<file path="config.mk">
export PLATFORM = sky130hd
export DESIGN_NAME = header_sync
export DESIGN_NICKNAME = d
export VERILOG_FILES = /design/src/rtl/sdr_rx_pkg.sv /design/src/rtl/hamming_dist.sv /design/src/rtl/header_sync.sv
export SDC_FILE = /design/constraint.sdc
export NUM_CORES = 1
export LEC_CHECK = 0
export ABC_AREA = 1
export CAP_MARGIN = 20
export CORE_UTILIZATION = 30
export CTS_BUF_LIST = sky130_fd_sc_hd__clkbuf_4 sky130_fd_sc_hd__clkbuf_8 sky130_fd_sc_hd__clkbuf_16
export DETAILED_ROUTE_END_ITERATION = 16
export HOLD_SLACK_MARGIN = 0.05
export PLACE_DENSITY = 0.53
export REMOVE_ABC_BUFFERS = 1
export SKIP_CTS_REPAIR_TIMING = 1
export SLEW_MARGIN = 30
export SYNTH_ARGS = -nofsm -noshare
export SYNTH_HDL_FRONTEND = slang
export SYNTH_SLANG_ARGS = --single-unit
</file>
<file path="constraint.sdc">
create_clock -name clk -period 5.9 [get_ports clk]
set_input_delay 0.885 -clock clk [delete_from_list [all_inputs] [get_ports clk]]
set_output_delay 0.885 -clock clk [all_outputs]
set_load 0.02 [all_outputs]
</file>
<file path="src/rtl/sdr_rx_pkg.sv">
// rtl/sdr_rx_pkg.sv - shared RX sync types, header defaults and slicer convention
package sdr_rx_pkg;

    typedef enum logic {
        SEARCH  = 1'b0,
        PAYLOAD = 1'b1
    } sync_state_t;

    // Header defaults shared with the TX header inserter
    localparam int          HDR_LEN_DEFAULT      = 16;
    localparam logic [31:0] HDR_PATTERN_DEFAULT  = 32'hF3A0_5C96;
    localparam int          PAYLOAD_SYMS_DEFAULT = 128;
    localparam int          MAX_ERR_DEFAULT      = 1;

    // Bit produced by a non-negative sample (zero included)
    localparam logic SLICE_NONNEG_BIT = 1'b1;

    function automatic logic slice_bit(input logic [11:0] s);
        return ($signed(s) >= 12'sd0) ? SLICE_NONNEG_BIT : ~SLICE_NONNEG_BIT;
    endfunction

endpackage

</file>
<file path="src/rtl/hamming_dist.sv">
// rtl/hamming_dist.sv - combinational popcount of a_i ^ b_i
module hamming_dist #(
    parameter int W = 32
) (
    input  logic [W-1:0]             a_i,
    input  logic [W-1:0]             b_i,
    output logic [$clog2(W+1)-1:0]   dist_o
);
    localparam int DW = $clog2(W+1);

    logic [W-1:0] diff;

    assign diff = a_i ^ b_i;

    always_comb begin
        dist_o = '0;
        for (int k = 0; k < W; k++) begin
            dist_o = dist_o + DW'(diff[k]);
        end
    end

endmodule

</file>
<file path="src/rtl/header_sync.sv">
// rtl/header_sync.sv - QPSK header search, header strip and payload forwarding (option macro: HEADER_SYNC_INV_EN)
module header_sync
    import sdr_rx_pkg::*;
#(
    parameter int                   HDR_LEN      = HDR_LEN_DEFAULT,
    parameter logic [2*HDR_LEN-1:0] HDR_PATTERN  = (2*HDR_LEN)'(HDR_PATTERN_DEFAULT),
    parameter int                   PAYLOAD_SYMS = PAYLOAD_SYMS_DEFAULT,
    parameter int                   MAX_ERR      = MAX_ERR_DEFAULT
) (
    input  logic        clk,
    input  logic        rst,
    input  logic        in_valid,
    input  logic [11:0] in_i,
    input  logic [11:0] in_q,
    output logic        in_ready,
    output logic        out_valid,
    output logic [1:0]  out_data,
    output logic        out_last,
    input  logic        out_ready,
    output logic        locked
);
    localparam int SW = 2 * HDR_LEN;
    localparam int FW = $clog2(HDR_LEN + 1);
    localparam int PW = $clog2(PAYLOAD_SYMS + 1);
    localparam int DW = $clog2(SW + 1);

    sync_state_t   state_q;
    // The oldest symbol of the window is shifted out before it is ever compared, so it is not kept
    logic [SW-3:0] hist_q;
    logic [SW-3:0] hist_d;
    logic [FW-1:0] fill_q;
    logic [PW-1:0] pay_cnt_q;
    logic          out_valid_q;
    logic          out_last_q;
    logic [1:0]    out_data_q;

    logic [1:0]    sym_new;
    logic [1:0]    sym_out;
    logic [SW-1:0] candidate;
    logic [DW-1:0] dist_norm;
    logic          window_full;
    logic          match_norm;
    logic          match_any;
    logic          pay_last;

    assign sym_new     = {slice_bit(in_i), slice_bit(in_q)};
    assign candidate   = {hist_q, sym_new};
    assign hist_d      = candidate[SW-3:0];
    assign window_full = (fill_q >= FW'(HDR_LEN - 1));
    assign pay_last    = (pay_cnt_q == PW'(PAYLOAD_SYMS - 1));

    hamming_dist #(.W(SW)) u_dist_norm (
        .a_i    (candidate),
        .b_i    (HDR_PATTERN),
        .dist_o (dist_norm)
    );

    assign match_norm = window_full && (int'(dist_norm) <= MAX_ERR);

`ifdef HEADER_SYNC_INV_EN
    logic          inv_q;
    logic [DW-1:0] dist_inv;
    logic          match_inv;

    hamming_dist #(.W(SW)) u_dist_inv (
        .a_i    (candidate),
        .b_i    (~HDR_PATTERN),
        .dist_o (dist_inv)
    );

    assign match_inv = window_full && (int'(dist_inv) <= MAX_ERR);
    assign match_any = match_norm | match_inv;
    assign sym_out   = sym_new ^ {inv_q, inv_q};

    // Normal polarity wins when both patterns are within tolerance
    always_ff @(posedge clk) begin
        if (rst) begin
            inv_q <= 1'b0;
        end else if (state_q == SEARCH && in_valid && match_any) begin
            inv_q <= ~match_norm;
        end
    end
`else
    assign match_any = match_norm;
    assign sym_out   = sym_new;
`endif

    assign in_ready  = (state_q == SEARCH) | ~out_valid_q | out_ready;
    assign out_valid = out_valid_q;
    assign out_data  = out_data_q;
    assign out_last  = out_last_q;
    assign locked    = (state_q == PAYLOAD);

    always_ff @(posedge clk) begin
        if (rst) begin
            state_q     <= SEARCH;
            hist_q      <= '0;
            fill_q      <= '0;
            pay_cnt_q   <= '0;
            out_valid_q <= 1'b0;
            out_last_q  <= 1'b0;
            out_data_q  <= 2'b00;
        end else begin
            // A final symbol may still drain here after the state is back in SEARCH
            if (out_valid_q && out_ready) begin
                out_valid_q <= 1'b0;
                out_last_q  <= 1'b0;
            end
            case (state_q)
                SEARCH: begin
                    if (in_valid) begin
                        hist_q <= hist_d;
                        if (fill_q != FW'(HDR_LEN)) begin
                            fill_q <= fill_q + FW'(1);
                        end
                        if (match_any) begin
                            state_q   <= PAYLOAD;
                            pay_cnt_q <= '0;
                        end
                    end
                end
                PAYLOAD: begin
                    if (in_valid && in_ready) begin
                        out_valid_q <= 1'b1;
                        out_data_q  <= sym_out;
                        out_last_q  <= pay_last;
                        if (pay_last) begin
                            state_q   <= SEARCH;
                            hist_q    <= '0;
                            fill_q    <= '0;
                            pay_cnt_q <= '0;
                        end else begin
                            pay_cnt_q <= pay_cnt_q + PW'(1);
                        end
                    end
                end
                default: state_q <= SEARCH;
            endcase
        end
    end

endmodule

</file>
==> metrics, run 1 <==
status=finished clean; area leader, netlist=dfxtp_1; H-tree levels=2; fmax=171 MHz; endpoints failing setup=0; Starting Density=0.310; post-route ant nets=0; Syn Inst Count=369; Critical Path Slowest Stage Cell=fa_1; Synth top area share=0.337; placed insts=487; reg2reg path depth=19; most common cell after layout, fill and taps aside=nand2_1; multiplexer share of the synthesized area=0; vias in the first global route=2,111; period utilization=0.992; total wire length=5460 um; maximum buffer depth of the clock tree=2; # IOs=34; Power Dens Cells=236 nW/um^2; Levels on crit path=22; RSZ-0062 raised after global routing=true; Vias per Instance=4.50; Max Cap Violations=0; Critical Path RT=6.08 ns; final net count=448; fillers=974; Post-Synth XOR/XNOR Area=0.00308; cell area after synthesis=2850 um^2; Clk Latency, worst-skew pair=0.31 ns; Final Hold Fails=0; grt total ovfl=0; Final Non-Filler Cells=496; die extent in y=99.4 um; Synth Area in Simple Gates=0.211; CP endpoint kind=flop; row count=35; Slew Viols, Final=0; DP HPWL=3880 um; drt wl/cell=11.0 um; worst-path fanout max=3; via count=2,232; Tightest Pin Transition=0.556 ns; share of post-route cells with drive strength above 1=0.143; crit path time final=5.85 ns; Worst Setup Path Type=input port to flop; HP Class=flop to flop; fin area=3320 um^2; Die Span X=99.4 um; CP cell instances=buf_8 -> inv_6 -> ha_4 -> inv_2 -> fa_1 -> inv_1 -> fa_1 -> fa_1 -> inv_2 -> fa_1 -> fa_1 -> fa_1 -> fa_2 -> inv_2 -> fa_1 -> nor2_1 -> nand2_1 -> nor2_2 -> nand4_1 -> buf_4 -> nand3_2 -> a21oi_2; #FFs+latches synth=48; core box area=9200 um^2; CTS tree=yes; Sinks on Clock Net=48; clock skew=0.0105 ns; initial drt markers=70; All-Layer GR Usage=0.123; Syn-to-layout area delta=16.4%; first-pass GRT wire length=9640 um; hold depth=2; # DRC=0; GPL Wtd Cong=0.789; CP max stage delay=0.56 ns; Distinct cells, synth=30; Avg Inst Size Synth=7.72 um^2; Num CTS Buffers=5; DIE AREA=9890 um^2; peak supply drop=0.118 mV; Area contributors post-synth=dfxtp_1, fa_1, nand2_1; CP arrival=6.04 ns; largest net degree at the start of global routing=43; critical path buffer and inverter count=7; Leak=1.26 nW; clock slew at reported path FFs=0.09 ns; Core Util, Final=0.361; sequential-to-total area share from yosys stat=0.337; port bufs=11; CTS root buffer=clkbuf_8; Synth Warn #=0; most frequent cells in the layout=nand2_1, inv_1, dfxtp_1; compound-cell area share of the yosys netlist=0.109; cell family with most CP delay=adder cells; largest family of logic cells by synthesized area=adder cells; antenna violations before repair=0; area post-placement=3110 um^2; DRT Pass-1 Iters=4; # diodes=0; Post-Synth Adder-Cell Area=0.221; Max-slew headroom=0.629; critical path launch point type=input port; Crit path top cell by count=fa_1
[report_power, final]
| part | leakage, nW | total (mW) | internal (mW) | switching, mW |
|---|---|---|---|---|
| logic | 0.812 | 0.202 | 0.0959 | 0.106 |
| registers | 0.388 | 0.335 | 0.329 | 0.00602 |
| clock network | 0.0586 | 0.246 | 0.131 | 0.115 |
| total | 1.26 | 0.784 | 0.556 | 0.228 |
[cells in the mapped netlist]
| library cell | n |
|---|---|
| nor2_2 | 1 |
| inv_1 | 68 |
| nor2_1 | 20 |
| or2_2 | 2 |
| inv_2 | 2 |
| a211oi_1 | 1 |
| nor3b_1 | 1 |
| dfxtp_1 | 48 |
| nor2_4 | 2 |
| nand3_2 | 1 |
| o21ai_0 | 2 |
| nand3_1 | 19 |
| nand4_1 | 2 |
| fa_1 | 24 |
| nand2_2 | 2 |
| nand2_1 | 88 |
| nand3b_1 | 1 |
| xor2_1 | 1 |
| a21oi_2 | 1 |
| a21oi_1 | 44 |
| o21ai_1 | 7 |
| ha_1 | 12 |
| buf_2 | 1 |
| a31oi_2 | 1 |
| o31ai_1 | 1 |
| buf_4 | 4 |
| o21ai_2 | 1 |
| clkbuf_1 | 9 |
| nor3_1 | 2 |
| buf_1 | 1 |
[worst reg2reg max path, stage by stage, from the launching register on]
cell and delay (ns):
dfxtp_1 0.36, inv_1 0.07, fa_1 0.55, inv_1 0.06, fa_1 0.46, fa_1 0.56, inv_2 0.04, fa_1 0.49
fa_1 0.44, fa_1 0.52, fa_2 0.37, inv_2 0.07, fa_1 0.42, nor2_1 0.11, nand2_1 0.07, nor2_2 0.12
nand4_1 0.18, buf_4 0.20, nand3_2 0.06, a21oi_2 0.06
[state kept, by name, summed over array words and instances (netlist names)]
signal / cells
hist_q: 30
pay_cnt_q: 8
fill_q: 5
out_valid: 1
out_data: 2
out_last: 1
locked: 1
[through the flow]
step                      hold WS, ns  total power [mW]  TNS, ns  setup WS [ns]
after floorplan                 0.435             0.459        0          0.111
after global placement          0.454             0.533    -6.03         -0.716
after detailed placement        0.463             0.535    -6.52         -0.773
after CTS                       0.476             0.783    -3.62         -0.452
after global routing            0.499             0.845    -1.13         -0.150
final                           0.472             0.784        0         0.0495
[metal layers]
layer,global-route usage,vias to the layer above,routed length (um)
met1,0.161,1038,2610
met3,0.0253,8,145
li1,-,1155,-
met4,0.0543,0,104
met5,0,-,0
met2,0.198,31,2600
[final timing paths]
path | startpoint | endpoint | slack, ns
worst min-delay path | hist_q[29]$_SDFFE_PP0P_ | hist_q[29]$_SDFFE_PP0P_ | 0.47
worst min register to register | hist_q[29]$_SDFFE_PP0P_ | hist_q[29]$_SDFFE_PP0P_ | 0.47
worst max-delay path | in_q[11] | pay_cnt_q[1]$_SDFFE_PP0P_ | 0.05
worst max register to register | hist_q[1]$_SDFFE_PP0P_ | pay_cnt_q[1]$_SDFFE_PP0P_ | 0.56
[cell families after synthesis]
group           Yosys count
simple gates            141
fa+ha+maj                36
compound gates           58
xor+xnor                  1
buf+inv                  85
flops                    48
[area by class of cell]
cell class	instances	area, um^2	share of cell area
clock buffer	6	76.3	0.0230
clock inverter	2	35.0	0.0106
inverter	70	268	0.0808
multi-input combinational	236	1630	0.491
sequential	48	961	0.290
tap	111	139	0.0419
timing repair buffer	23	210	0.0634
Note: power is estimated with default switching activity, not from simulation.
==> inputs of run 2 (changes only) <==
--- a/config.mk
+++ b/config.mk
@@ -6,7 +6,6 @@
 export NUM_CORES = 1
 export LEC_CHECK = 0
 export ABC_AREA = 1
-export CAP_MARGIN = 20
 export CORE_UTILIZATION = 30
 export CTS_BUF_LIST = sky130_fd_sc_hd__clkbuf_4 sky130_fd_sc_hd__clkbuf_8 sky130_fd_sc_hd__clkbuf_16
 export DETAILED_ROUTE_END_ITERATION = 16
==> results of run 2 <==
Final layout, timing and power as in run 1 (identical DEF).
==> inputs of run 3 (changes only) <==
--- a/config.mk
+++ b/config.mk
@@ -9,6 +9,7 @@
 export CORE_UTILIZATION = 30
 export CTS_BUF_LIST = sky130_fd_sc_hd__clkbuf_4 sky130_fd_sc_hd__clkbuf_8 sky130_fd_sc_hd__clkbuf_16
 export DETAILED_ROUTE_END_ITERATION = 16
+export GPL_TIMING_DRIVEN = 0
 export HOLD_SLACK_MARGIN = 0.05
 export PLACE_DENSITY = 0.53
 export REMOVE_ABC_BUFFERS = 1
==> run 3 against run 2 <==
Clock skew grew 0.0037 ns. Combinational power shrank 19%. Design area shrank 3.1%. Largest power group unchanged. Via count shrank 2.3%. Largest cell class unchanged.
==> metrics, run 3 (synthesis results as in run 1) <==
status=finished clean; Tightest Pin Transition=0.807 ns; Syn-to-layout area delta=12.8%; Num CTS Buffers=5; Psw=0.218 mW; Core Util, Final=0.349; Max Cap Violations=0; DRT Pass-1 Iters=4; Clk Latency, worst-skew pair=0.30 ns; largest net degree at the start of global routing=33; die extent in y=99.4 um; maximum buffer depth of the clock tree=2; core box area=9200 um^2; hold depth=2; Slew Viols, Final=0; RSZ-0062 raised after global routing=true; DP HPWL=3930 um; # DRC=0; CP arrival=5.95 ns; top flop regs=hist_q (30), pay_cnt_q (8), fill_q (5); Sw Share=0.306; HP Class=flop to flop; Gate power share=0.230; peak supply drop=0.102 mV; reg2reg path depth=19; Setup WS pre-CTS=-0.916 ns; Final Hold Fails=0; period utilization=0.976; Power Dens Cells=222 nW/um^2; H-tree levels=2; max reg flops=30; vias in the first global route=2,100; most frequent cells in the layout=nand2_1, inv_1, dfxtp_1; total wire length=5400 um; initial drt markers=59; drt wl/cell=11.1 um; clock share of power=0.298; sequential share of power=0.472; CTS root buffer=clkbuf_8; All-Layer GR Usage=0.125; fillers=980; row count=35; TNS Setup=0 ns; Power Internal=0.494 mW; GPL Wtd Cong=0.794; # IOs=34; first-pass GRT wire length=9890 um; post-route ant nets=0; Die Span X=99.4 um; Vias per Instance=4.49; final net count=438; Worst Setup Path Type=input port to flop; DIE AREA=9890 um^2; port bufs=11; most common cell after layout, fill and taps aside=nand2_1; Leak=1.21 nW; # diodes=0; endpoints failing setup=0; fmax=174 MHz; Max-slew headroom=0.462; worst-path fanout max=8; Critical Path RT=6.09 ns; via count=2,181; Starting Density=0.310; share of post-route cells with drive strength above 1=0.0987; Sinks on Clock Net=48; grt total ovfl=0; final worst slack=0.139 ns; antenna violations before repair=0; critical path launch point type=input port; Tot Pwr=0.712 mW; CTS tree=yes; Biggest register=hist_q; CP endpoint kind=flop; clock slew at reported path FFs=0.10 ns; clock skew=0.0141 ns; Hold WS=0.473 ns; crit path time final=5.76 ns
## run 3: worst paths after layout
| path | start | slack [ns] | end |
|---|---|---|---|
| hold reg to reg | hist_q[29]$_SDFFE_PP0P_ | 0.47 | hist_q[29]$_SDFFE_PP0P_ |
| setup / recovery | in_q[11] | 0.14 | pay_cnt_q[1]$_SDFFE_PP0P_ |
| setup reg to reg | hist_q[7]$_SDFFE_PP0P_ | 0.63 | pay_cnt_q[1]$_SDFFE_PP0P_ |
| hold / removal | hist_q[29]$_SDFFE_PP0P_ | 0.47 | hist_q[29]$_SDFFE_PP0P_ |
## run 3: stage by stage
step	instance area (um^2)	std cells
6_report	3210	486
5_1_grt	3210	486
4_1_cts	3160	485
3_5_place_dp	3060	477
3_3_place_gp	3020	476
2_1_floorplan	2780	354
## run 3: critical path, stage by stage
cell and delay (ns):
buf_8 0.08, inv_4 0.03, ha_4 0.25, inv_2 0.03, fa_1 0.51, inv_2 0.05
fa_1 0.47, fa_1 0.54, inv_1 0.05, fa_1 0.49, fa_1 0.45, fa_1 0.52
fa_2 0.38, inv_2 0.07, fa_1 0.41, nor2_1 0.11, nand2_1 0.07, nor2_2 0.11
nand4_1 0.13, buf_6 0.17, nand3_2 0.07, a21oi_2 0.07
## run 3: layout make-up
cell class                 instances  area (um^2)  area share
sequential                        48          961       0.299
clock buffer                       7         90.1      0.0280
inverter                          70          265      0.0826
tap                              111          139      0.0432
clock inverter                     1         7.51     0.00234
multi-input combinational        236         1600       0.498
timing repair buffer              13          150      0.0467
## run 3: routing by layer
metal  track usage  routed length, um
met5             0                  0
met1         0.176               2700
met3        0.0274                144
met2         0.191               2490
met4        0.0373                 60
## run 3: power groups by stage
stage / sequential, mW / clock [mW] / combinational [mW]
floorplan: 0.343 / 0 / 0.116
global placement: 0.343 / 0 / 0.156
detailed placement: 0.343 / 0 / 0.160
CTS: 0.336 / 0.225 / 0.162
global route: 0.337 / 0.236 / 0.204
finish: 0.336 / 0.212 / 0.164
